[src/rtl/skill_scheduler.sv]
// skill_scheduler: two-player arbiter for the shared teleport skill datapath.
//
// Latches rising-edge skill requests from both players, picks a winner
// (round-robin on ties), holds the datapath state code at 1 for ARM_CYCLES so
// the registered ball position settles, then strobes load_ball for one cycle.
// Afterwards the owner is blocked for COOLDOWN cycles.
//
// Optional feature macro: SKILL_USE_LIMIT_EN
//   defined   -> each player may teleport at most MAX_USES times per point
//   undefined -> uses are unlimited; MAX_USES is ignored
//
// Ports:
//   clk, rst     clock; asynchronous active-high reset
//   req_p1/p2    player skill buttons (level; rising edge = request)
//   game_active  rally in progress
//   point_end    one-cycle pulse when a point is scored
//   skill_state  datapath state code: 1 = teleport active, 0 = idle
//   load_ball    one-cycle strobe to ball physics
//   owner        01 = p1, 10 = p2, 00 = none (valid ARM through LOAD)
//   busy         FSM not idle
//   cd_p1/cd_p2  player cooldown counter nonzero
module skill_scheduler #(
    parameter int unsigned COOLDOWN   = 50000000,
    parameter int unsigned CD_W       = 27,
    parameter int unsigned ARM_CYCLES = 2,
    parameter int unsigned MAX_USES   = 3
) (
    input  logic       clk,
    input  logic       rst,
    input  logic       req_p1,
    input  logic       req_p2,
    input  logic       game_active,
    input  logic       point_end,
    output logic [3:0] skill_state,
    output logic       load_ball,
    output logic [1:0] owner,
    output logic       busy,
    output logic       cd_p1,
    output logic       cd_p2
);

    localparam int unsigned ArmW = (ARM_CYCLES > 1) ? $clog2(ARM_CYCLES) : 1;

    typedef enum logic [1:0] {StIdle, StArm, StLoad} state_e;

    state_e            state_q, state_d;
    logic [1:0]        req_d_q;
    logic [1:0]        rise;
    logic [1:0]        pending_q, pending_d;
    logic [1:0]        owner_q, owner_d;
    logic              last_p2_q, last_p2_d;  // 1: p2 won the last grant
    logic [ArmW-1:0]   arm_cnt_q, arm_cnt_d;
    logic [CD_W-1:0]   cd_q [2];
    logic [CD_W-1:0]   cd_d [2];
    logic [1:0]        cd_zero;
    logic [1:0]        use_ok;
    logic [1:0]        eligible;
    logic [1:0]        grant;
    logic              load_done;

    // Bit 0 is player 1, bit 1 is player 2 throughout.
    assign rise = {req_p2, req_p1} & ~req_d_q;

`ifdef SKILL_USE_LIMIT_EN
    localparam int unsigned UseW = $clog2(MAX_USES + 1);

    logic [UseW-1:0] uses_q [2];
    logic [UseW-1:0] uses_d [2];

    always_comb begin
        for (int i = 0; i < 2; i++) begin
            use_ok[i] = uses_q[i] < UseW'(MAX_USES);
            uses_d[i] = uses_q[i];
            if (load_done && owner_q[i]) begin
                uses_d[i] = uses_q[i] + 1'b1;
            end
            if (point_end) begin
                uses_d[i] = '0;
            end
        end
    end

    always_ff @(posedge clk or posedge rst) begin
        if (rst) begin
            for (int i = 0; i < 2; i++) begin
                uses_q[i] <= '0;
            end
        end else begin
            for (int i = 0; i < 2; i++) begin
                uses_q[i] <= uses_d[i];
            end
        end
    end
`else
    assign use_ok = 2'b11;
`endif

    always_comb begin
        for (int i = 0; i < 2; i++) begin
            cd_zero[i]  = (cd_q[i] == '0);
            // A grant is never issued on a point_end cycle; that cycle wipes all requests.
            eligible[i] = pending_q[i] & game_active & cd_zero[i] & use_ok[i] & ~point_end;
        end
    end

    // FSM next state, owner and round-robin bookkeeping.
    always_comb begin
        state_d   = state_q;
        owner_d   = owner_q;
        last_p2_d = last_p2_q;
        arm_cnt_d = arm_cnt_q;
        grant     = 2'b00;
        load_done = 1'b0;
        unique case (state_q)
            StIdle: begin
                if (eligible == 2'b11) begin
                    grant = last_p2_q ? 2'b01 : 2'b10;
                end else begin
                    grant = eligible;
                end
                if (grant != 2'b00) begin
                    owner_d   = grant;
                    last_p2_d = grant[1];
                    arm_cnt_d = '0;
                    state_d   = StArm;
                end
            end
            StArm: begin
                if (!game_active || point_end) begin
                    owner_d = 2'b00;
                    state_d = StIdle;
                end else if (arm_cnt_q == ArmW'(ARM_CYCLES - 1)) begin
                    state_d = StLoad;
                end else begin
                    arm_cnt_d = arm_cnt_q + 1'b1;
                end
            end
            StLoad: begin
                // Committed: completes even if game_active drops or the point ends.
                load_done = 1'b1;
                owner_d   = 2'b00;
                state_d   = StIdle;
            end
            default: begin
                owner_d = 2'b00;
                state_d = StIdle;
            end
        endcase
    end

    // Pending flags and cooldown counters.
    always_comb begin
        for (int i = 0; i < 2; i++) begin
            pending_d[i] = pending_q[i];
            // The current owner cannot queue a second request behind itself.
            if (rise[i] && game_active && cd_zero[i] && use_ok[i] &&
                !(busy && owner_q[i])) begin
                pending_d[i] = 1'b1;
            end
            if (grant[i] || point_end) begin
                pending_d[i] = 1'b0;
            end

            cd_d[i] = cd_zero[i] ? cd_q[i] : cd_q[i] - 1'b1;
            if (load_done && owner_q[i]) begin
                cd_d[i] = CD_W'(COOLDOWN);
            end
            if (point_end) begin
                cd_d[i] = '0;
            end
        end
    end

    always_ff @(posedge clk or posedge rst) begin
        if (rst) begin
            state_q   <= StIdle;
            req_d_q   <= 2'b00;
            pending_q <= 2'b00;
            owner_q   <= 2'b00;
            last_p2_q <= 1'b1;
            arm_cnt_q <= '0;
            for (int i = 0; i < 2; i++) begin
                cd_q[i] <= '0;
            end
        end else begin
            state_q   <= state_d;
            req_d_q   <= {req_p2, req_p1};
            pending_q <= pending_d;
            owner_q   <= owner_d;
            last_p2_q <= last_p2_d;
            arm_cnt_q <= arm_cnt_d;
            for (int i = 0; i < 2; i++) begin
                cd_q[i] <= cd_d[i];
            end
        end
    end

    assign busy        = (state_q != StIdle);
    assign skill_state = busy ? 4'd1 : 4'd0;
    assign load_ball   = (state_q == StLoad);
    assign owner       = owner_q;
    assign cd_p1       = ~cd_zero[0];
    assign cd_p2       = ~cd_zero[1];

endmodule

[config.mk]
export PLATFORM = sky130hd
export DESIGN_NAME = skill_scheduler
export DESIGN_NICKNAME = d
export VERILOG_FILES = /design/src/rtl/skill_scheduler.sv
export SDC_FILE = /design/constraint.sdc
export NUM_CORES = 1
export LEC_CHECK = 0
export ABC_AREA = 0
export CAP_MARGIN = 20
export CORE_ASPECT_RATIO = 1.4
export CORE_MARGIN = 2
export CORE_UTILIZATION = 55
export CTS_CLUSTER_SIZE = 8
export DETAILED_ROUTE_END_ITERATION = 12
export GPL_TIMING_DRIVEN = 0
export PLACE_DENSITY_LB_ADDON = 0.1
export SYNTH_ARGS = -nofsm -noshare
export SYNTH_HDL_FRONTEND = slang
export SYNTH_SLANG_ARGS = --single-unit
[constraint.sdc]
create_clock -name clk -period 2.4 [get_ports clk]
set_input_delay 0.48 -clock clk [delete_from_list [all_inputs] [get_ports clk]]
set_output_delay 0.48 -clock clk [all_outputs]
set_load 0.005 [all_outputs]
==> reports/summary.txt <==
Slew Limit Fails -> 0
Layout cells sized above 1 -> 21.7%
Root buf cell -> clkbuf_8
RSZ-0062 raised after global routing -> yes
R2R setup slack -> 30 ps
Post-route clock period utilization -> 108%
Post-synth top flop -> dfrtp_1
Most frequent cells in the layout -> dfrtp_1 (61), buf_4 (37), nor2_1 (30)
Req. time, crit path -> 1920 ps
Syn Area/Cell -> 9.45 um^2
Std-Cell Rows -> 34
Final setup viols -> 1
Reg2reg start -> cd_q[22]$_DFFE_PP0P_
Largest net degree at the start of global routing -> 40
Setup tns final -> -197 ps
Pwr Total -> 7150 uW
Fin. Hold Viols -> 0
Register bit total from synthesis -> 64
Status -> finished, violations left
Critical Path Start Type -> register
Total Routed Length -> 9140 um
Commonest non-fill, non-tap cell in the layout -> dfrtp_1
CTS Sinks -> 64
Worst setup EP type -> output pin
First-pass GRT wire length -> 14,900 um
Reg2reg path depth -> 7
Ys async rst share -> 100%
Post-layout min period -> 2600 ps
Distinct cells, synth -> 61
Reg-to-reg endpoint -> arm_cnt_q$_DFFE_PP0P_
Largest fanout on the critical path -> 5
Post-detail-place hpwl -> 5970 um
Starting density of the core -> 57.1%
Placed Instance Area -> 3780 um^2
Failing checks -> setup timing
Clk_lat worst skew -> 360 ps
Clock Path Buffers -> 2
# fillers -> 483
Slew HR -> 61.1%
Core Area -> 6210 um^2
CTS tree -> done
Gr usage total -> 26.7%
Sequential area share after synthesis -> 45.2%
IO buf count -> 11
Yosys warning count -> 0
PwrDens -> 1640 nW/um^2
# Max-Cap Violations -> 0
Via count -> 3,231
Leak -> 0.00188 uW
Gr ovfl total -> 0
Antenna diode count -> 0
Clk pin slew, worst setup/hold paths -> 80 ps
Post-layout nets -> 441
Setup ws final -> -197 ps
Die width -> 71.8 um
DIE AREA -> 7110 um^2
Initial antenna violation count -> 0
Worst Tran Pin Value -> 583 ps
Final setup skew -> 11.8 ps
Core Util, Final -> 70.3%
Maximum clock frequency -> 0.385 GHz
GPL Wtd Cong -> 0.892
Vias in the first global route -> 3,178
H-Tree Depth -> 3
Worst VDD drop -> 0.00111 V
Detailed Routing Iterations Pass 1 -> 4
Post-route ant nets -> 0
Number of flops mapped to enable cells by yosys -> 0
Hold Buf Count CTS -> 0
I/O pin cnt -> 16
Critical path class -> register to output pin
Fin area -> 4360 um^2
Routed WL per cell -> 18.0 um
Mapped Cells -> 375
Mapped Area -> 3540 um^2
Worst hold path class -> input port to async pin
Syn-to-layout area delta -> 23.2%
Dpl ws -> -490 ps
CTS Buf Count -> 9
# DRC -> 0
Vias per cell -> 6.35
Iter 0 DRT Violations -> 171
Critical Path AT -> 2120 ps
Die Span Y -> 99.0 um
-- flip-flops by register name, indices dropped and copies added (netlist names) --
name	cells
cd_q	54
owner	2
pending_q	2
req_d_q	2
state_q	2
arm_cnt_q	1
last_p2_q	1
-- critical path, cell delays in order (launching register included) --
cell and delay [ps]:
dfrtp_1 380, or3_1 380, buf_6 140, or4_4 560, nor2_8 160, inv_6 40
buf_6 100
-- cell type report --
class	instances	area, um^2	area share (%)
inverters	12	52.6	1.20
flip-flops and latches	64	1610	36.8
clock inverters	6	85.1	1.95
multi-input cells	284	1940	44.4
well taps	72	90.1	2.06
clock buffers	9	124	2.84
repair buffers	46	384	8.80
plain buffers	16	85.1	1.95
-- report_power, final --
group | switching (uW) | internal (uW)
Combinational | 2250 | 1990
Sequential | 460 | 1430
Clock | 442 | 575
Total | 3160 | 3990
-- metal layers --
| layer | wire, um | track usage, % | vias to the layer above |
|---|---|---|---|
| met3 | 253 | 4.40 | 28 |
| met4 | 257 | 13.1 | 0 |
| met2 | 4960 | 48.1 | 65 |
| li1 | - | - | 1529 |
| met5 | 0 | 0 | - |
| met1 | 3670 | 29.9 | 1609 |
-- how the worst max path moves through the flow --
stage	from	end	slack (ps)	cells past startpoint
after floorplan	cd_q[16]$_DFFE_PP0P_	cd_p2	150	6
after global placement	rst	cd_q[11]$_DFFE_PP0P_	-810	2
after detailed placement	cd_q[30]$_DFFE_PP0P_	cd_p1	-490	5
after CTS	cd_q[22]$_DFFE_PP0P_	cd_p2	-240	5
after global routing	cd_q[17]$_DFFE_PP0P_	cd_p2	-240	6
final	cd_q[17]$_DFFE_PP0P_	cd_p2	-200	6
-- cell families after synthesis --
| kind of cell | count (synthesis) | share of synthesized area, % |
|---|---|---|
| AND/OR/NAND/NOR | 164 | 27.1 |
| AO/OA/AOI/OAI | 90 | 16.6 |
| flip-flops | 64 | 45.2 |
| buffers and inverters | 29 | 4.06 |
| XOR/XNOR | 24 | 5.93 |
| adder cells (fa/ha/maj) | 2 | 0.706 |
| other | 1 | 0.106 |
| multiplexers | 1 | 0.282 |
-- cell usage after synthesis, types with 3 or more instances --
cell,instances,area (um^2)
or2_2,3,18.8
a31oi_1,9,56.3
o31ai_1,7,52.6
and2_1,6,37.5
clkbuf_1,11,41.3
inv_1,9,33.8
nand2_1,18,67.6
nor4_2,4,50.1
a21oi_1,28,140
or3_1,15,93.8
buf_4,4,30.0
nor3_1,20,100
nand3b_1,3,22.5
nand2b_1,3,18.8
nor4_1,13,81.3
nand4_1,9,56.3
dfrtp_1,63,1580
nor2b_1,3,18.8
o21ai_0,13,65.1
a211oi_1,3,22.5
nor2_1,32,120
o311ai_0,3,26.3
or4_1,12,90.1
a311oi_1,4,35.0
xnor2_1,15,131
nand3_1,9,45.0
xor2_1,9,78.8
o211ai_1,5,37.5
-- stage by stage --
step / hold WS, ps / instances
after floorplan: 452 / 377
after global placement: 482 / 460
after detailed placement: 491 / 462
final: 507 / 509
after CTS: 512 / 487
after global routing: 545 / 509
-- repair_timing --
| action | 4_1_cts | 5_1_grt |
|---|---|---|
| pin swaps | 12 | 11 |
| buffers inserted | 11 | 22 |
| gates resized for setup | 26 | 14 |
| setup endpoints to repair | 31 | 32 |
No activity file was read; power rests on OpenSTA's default activity.
==> RTL edit, RTL diff (same flow settings) <==
Set the parameter `CD_W` to 54 (it was 27).
--- a/src/rtl/skill_scheduler.sv
+++ b/src/rtl/skill_scheduler.sv
@@ -21,7 +21,7 @@
 //   cd_p1/cd_p2  player cooldown counter nonzero
 module skill_scheduler #(
     parameter int unsigned COOLDOWN   = 50000000,
-    parameter int unsigned CD_W       = 27,
+    parameter int unsigned CD_W       = 54,
     parameter int unsigned ARM_CYCLES = 2,
     parameter int unsigned MAX_USES   = 3
 ) (
Check against the original RTL: no difference found for any inputs over 10 cycles, from zero or initial values and one cycle with rst high; that may be too few to reach the edited logic, so the function may still have changed.
==> RTL edit against the original RTL <==
  * Count of clock-buffer cells in the layout is 15 higher
  * Wire length rose to 2.7 times the old value
  * Setup slack lost 0.24 ns
  * Die area grew 82%
  * Synthesized area increased by 87%
  * Maximum frequency decreased by 8.3%
  * Core utilization is 11 points higher
  * Sequential cell count up 54
  * The flow still finishes with violations (negative setup slack)
  * Clock skew rose by 0.0024 ns
  * Register-to-register slack worse by 0.46 ns
  * Cell area increased by 120%
Power is not shown: default switching activity piles up to over one toggle a cycle in this logic, so the estimate is an artifact.
==> RTL edit: results (changes against the original RTL) <==
- Global-route wire length before repair: 32.7 mm (+120%)
- Worst clock skew: 0.0142 ns (+0.00241 ns)
- Failing checks: negative setup slack
- Number of levels in the clock H-tree: 4 (+1)
- 1st-iter DRT viols: 524 (+210%)
- Crit-path max FO: 4 (-1)
- Post-route worst setup slack: -0.433 ns (-0.236 ns)
- Vias in the first global route: 6536 (+110%)
- Clock insertion delay at the later pin of the skew report: 0.42 ns (+0.06 ns)
- Max-slew headroom at the worst pin: 0.448 (-0.163)
- Total wirelength of the detailed-routed design: 24.8 mm (+170%)
- Outcome: finished with violations
- Largest net degree at the start of global routing: 44 (+10%)
- Final setup violation count: 104 (+103)
- Sum Neg Setup Slack: -23.24 ns (-23.04 ns)
- Startpoint of the most critical register-to-register path: cd_q[98]
- Number of buffers inserted during clock tree synthesis: 17 (+8)
- Max FFs per register: 108 (+100%)
- Library cell used as clock root buffer: sky130_fd_sc_hd__clkbuf_16
- Final weighted congestion in routability-driven placement: 0.932 (+4.5%)
- Clock input transition at the sequential cells of the worst setup and hold paths: 0.05 ns (-0.03 ns)
- Distinct cell type count of the synthesized netlist: 65 (+6.6%)
- Overall via count from detail_route: 6894 (+110%)
- Worst hold path type: reg -> reg
- Layout filler cell count: 657 (+36%)
- First-pass detailed-route iteration total: 6 (+2)
- Layout cells sized above 1: 0.381 (+0.163)
- Top cells by count, synth: sky130_fd_sc_hd__dfrtp_1 (117), sky130_fd_sc_hd__nor2_1 (97), sky130_fd_sc_hd__a21oi_1 (54)
==> RTL edit: changes by cell type in the layout (fill, tap and decap cells not counted), moves of 16 or more <==
cell / change
sky130_fd_sc_hd__xnor2_1: +35
sky130_fd_sc_hd__nand2_1: +18
sky130_fd_sc_hd__clkbuf_16: +19
sky130_fd_sc_hd__or3_1: +19
sky130_fd_sc_hd__dfrtp_1: +51
sky130_fd_sc_hd__nor2_1: +60
sky130_fd_sc_hd__a21oi_2: +16
sky130_fd_sc_hd__buf_6: +31
sky130_fd_sc_hd__buf_4: +23
==> RTL edit: cell type report <==
type                    instances  area (um2)  share of cell area
well taps                     147         184              0.0192
multi-input cells             566        4500               0.470
clock buffers                  24         512              0.0535
plain buffers                  27         208              0.0217
inverters                      10        41.3             0.00432
repair buffers                107        1070               0.112
clock inverters                 7        92.6             0.00968
flip-flops and latches        118        2960               0.310
==> RTL edit: worst register-to-register path: cells and delay by family (launching register included) <==
kind	cells	cell delay [ns]
DFF	1	0.40
buffers and inverters	1	0.15
and+or+nand+nor	3	1.67
AOI/OAI and AO/OA	3	0.51
==> RTL edit: metrics by stage <==
stage	instance area, um2	instances	setup slack, ns	util
finish	9560	1006	-0.433	0.813
global route	9560	1006	-0.494	0.813
CTS	8640	970	-0.460	0.735
detailed placement	7020	888	-0.814	0.597
global placement	6980	886	-0.819	0.593
floorplan	6680	728	-0.194	-
==> RTL edit: routing by layer <==
| layer | vias to the layer above | wire length [um] | global-route usage |
|---|---|---|---|
| met5 | - | 0 | 0 |
| met4 | 0 | 2010 | 0.224 |
| met3 | 181 | 1560 | 0.0582 |
| met2 | 450 | 13000 | 0.571 |
| met1 | 3363 | 8190 | 0.328 |
| li1 | 2900 | - | - |
==> RTL edit: what timing repair did <==
action / 4_1_cts / 5_1_grt
setup buffers: 52 / 43
endpoints found under the setup margin: 116 / 118
pin swaps: 88 / 103
hold buffers: 0 / 0
cloned: 4 / 2
resized for setup: 166 / 132
==> RTL edit: cells by family (layout without fill, tap and decap cells) <==
group           count (synthesis)  count (layout)  synth area share
compound gates                134             134             0.129
fa+ha+maj                       2               2           0.00378
xor+xnor                       68              68            0.0900
other cells                     1               3          0.000567
buf+inv                        45             175            0.0301
flops                         118             118             0.447
simple gates                  355             356             0.295
mux                             3               3           0.00454
==> RTL edit: path summary, 6_finish.rpt <==
| kind | to | slack [ns] | cells past startpoint |
|---|---|---|---|
| min in group asynchronous | cd_q[36] | 0.58 | 2 |
| hold / removal | arm_cnt_q | 0.52 | 1 |
| max in group asynchronous | cd_q[20] | 0.84 | 4 |
| setup reg to reg | owner[1] | -0.43 | 7 |
| setup / recovery | owner[1] | -0.43 | 7 |
| hold reg to reg | arm_cnt_q | 0.52 | 1 |
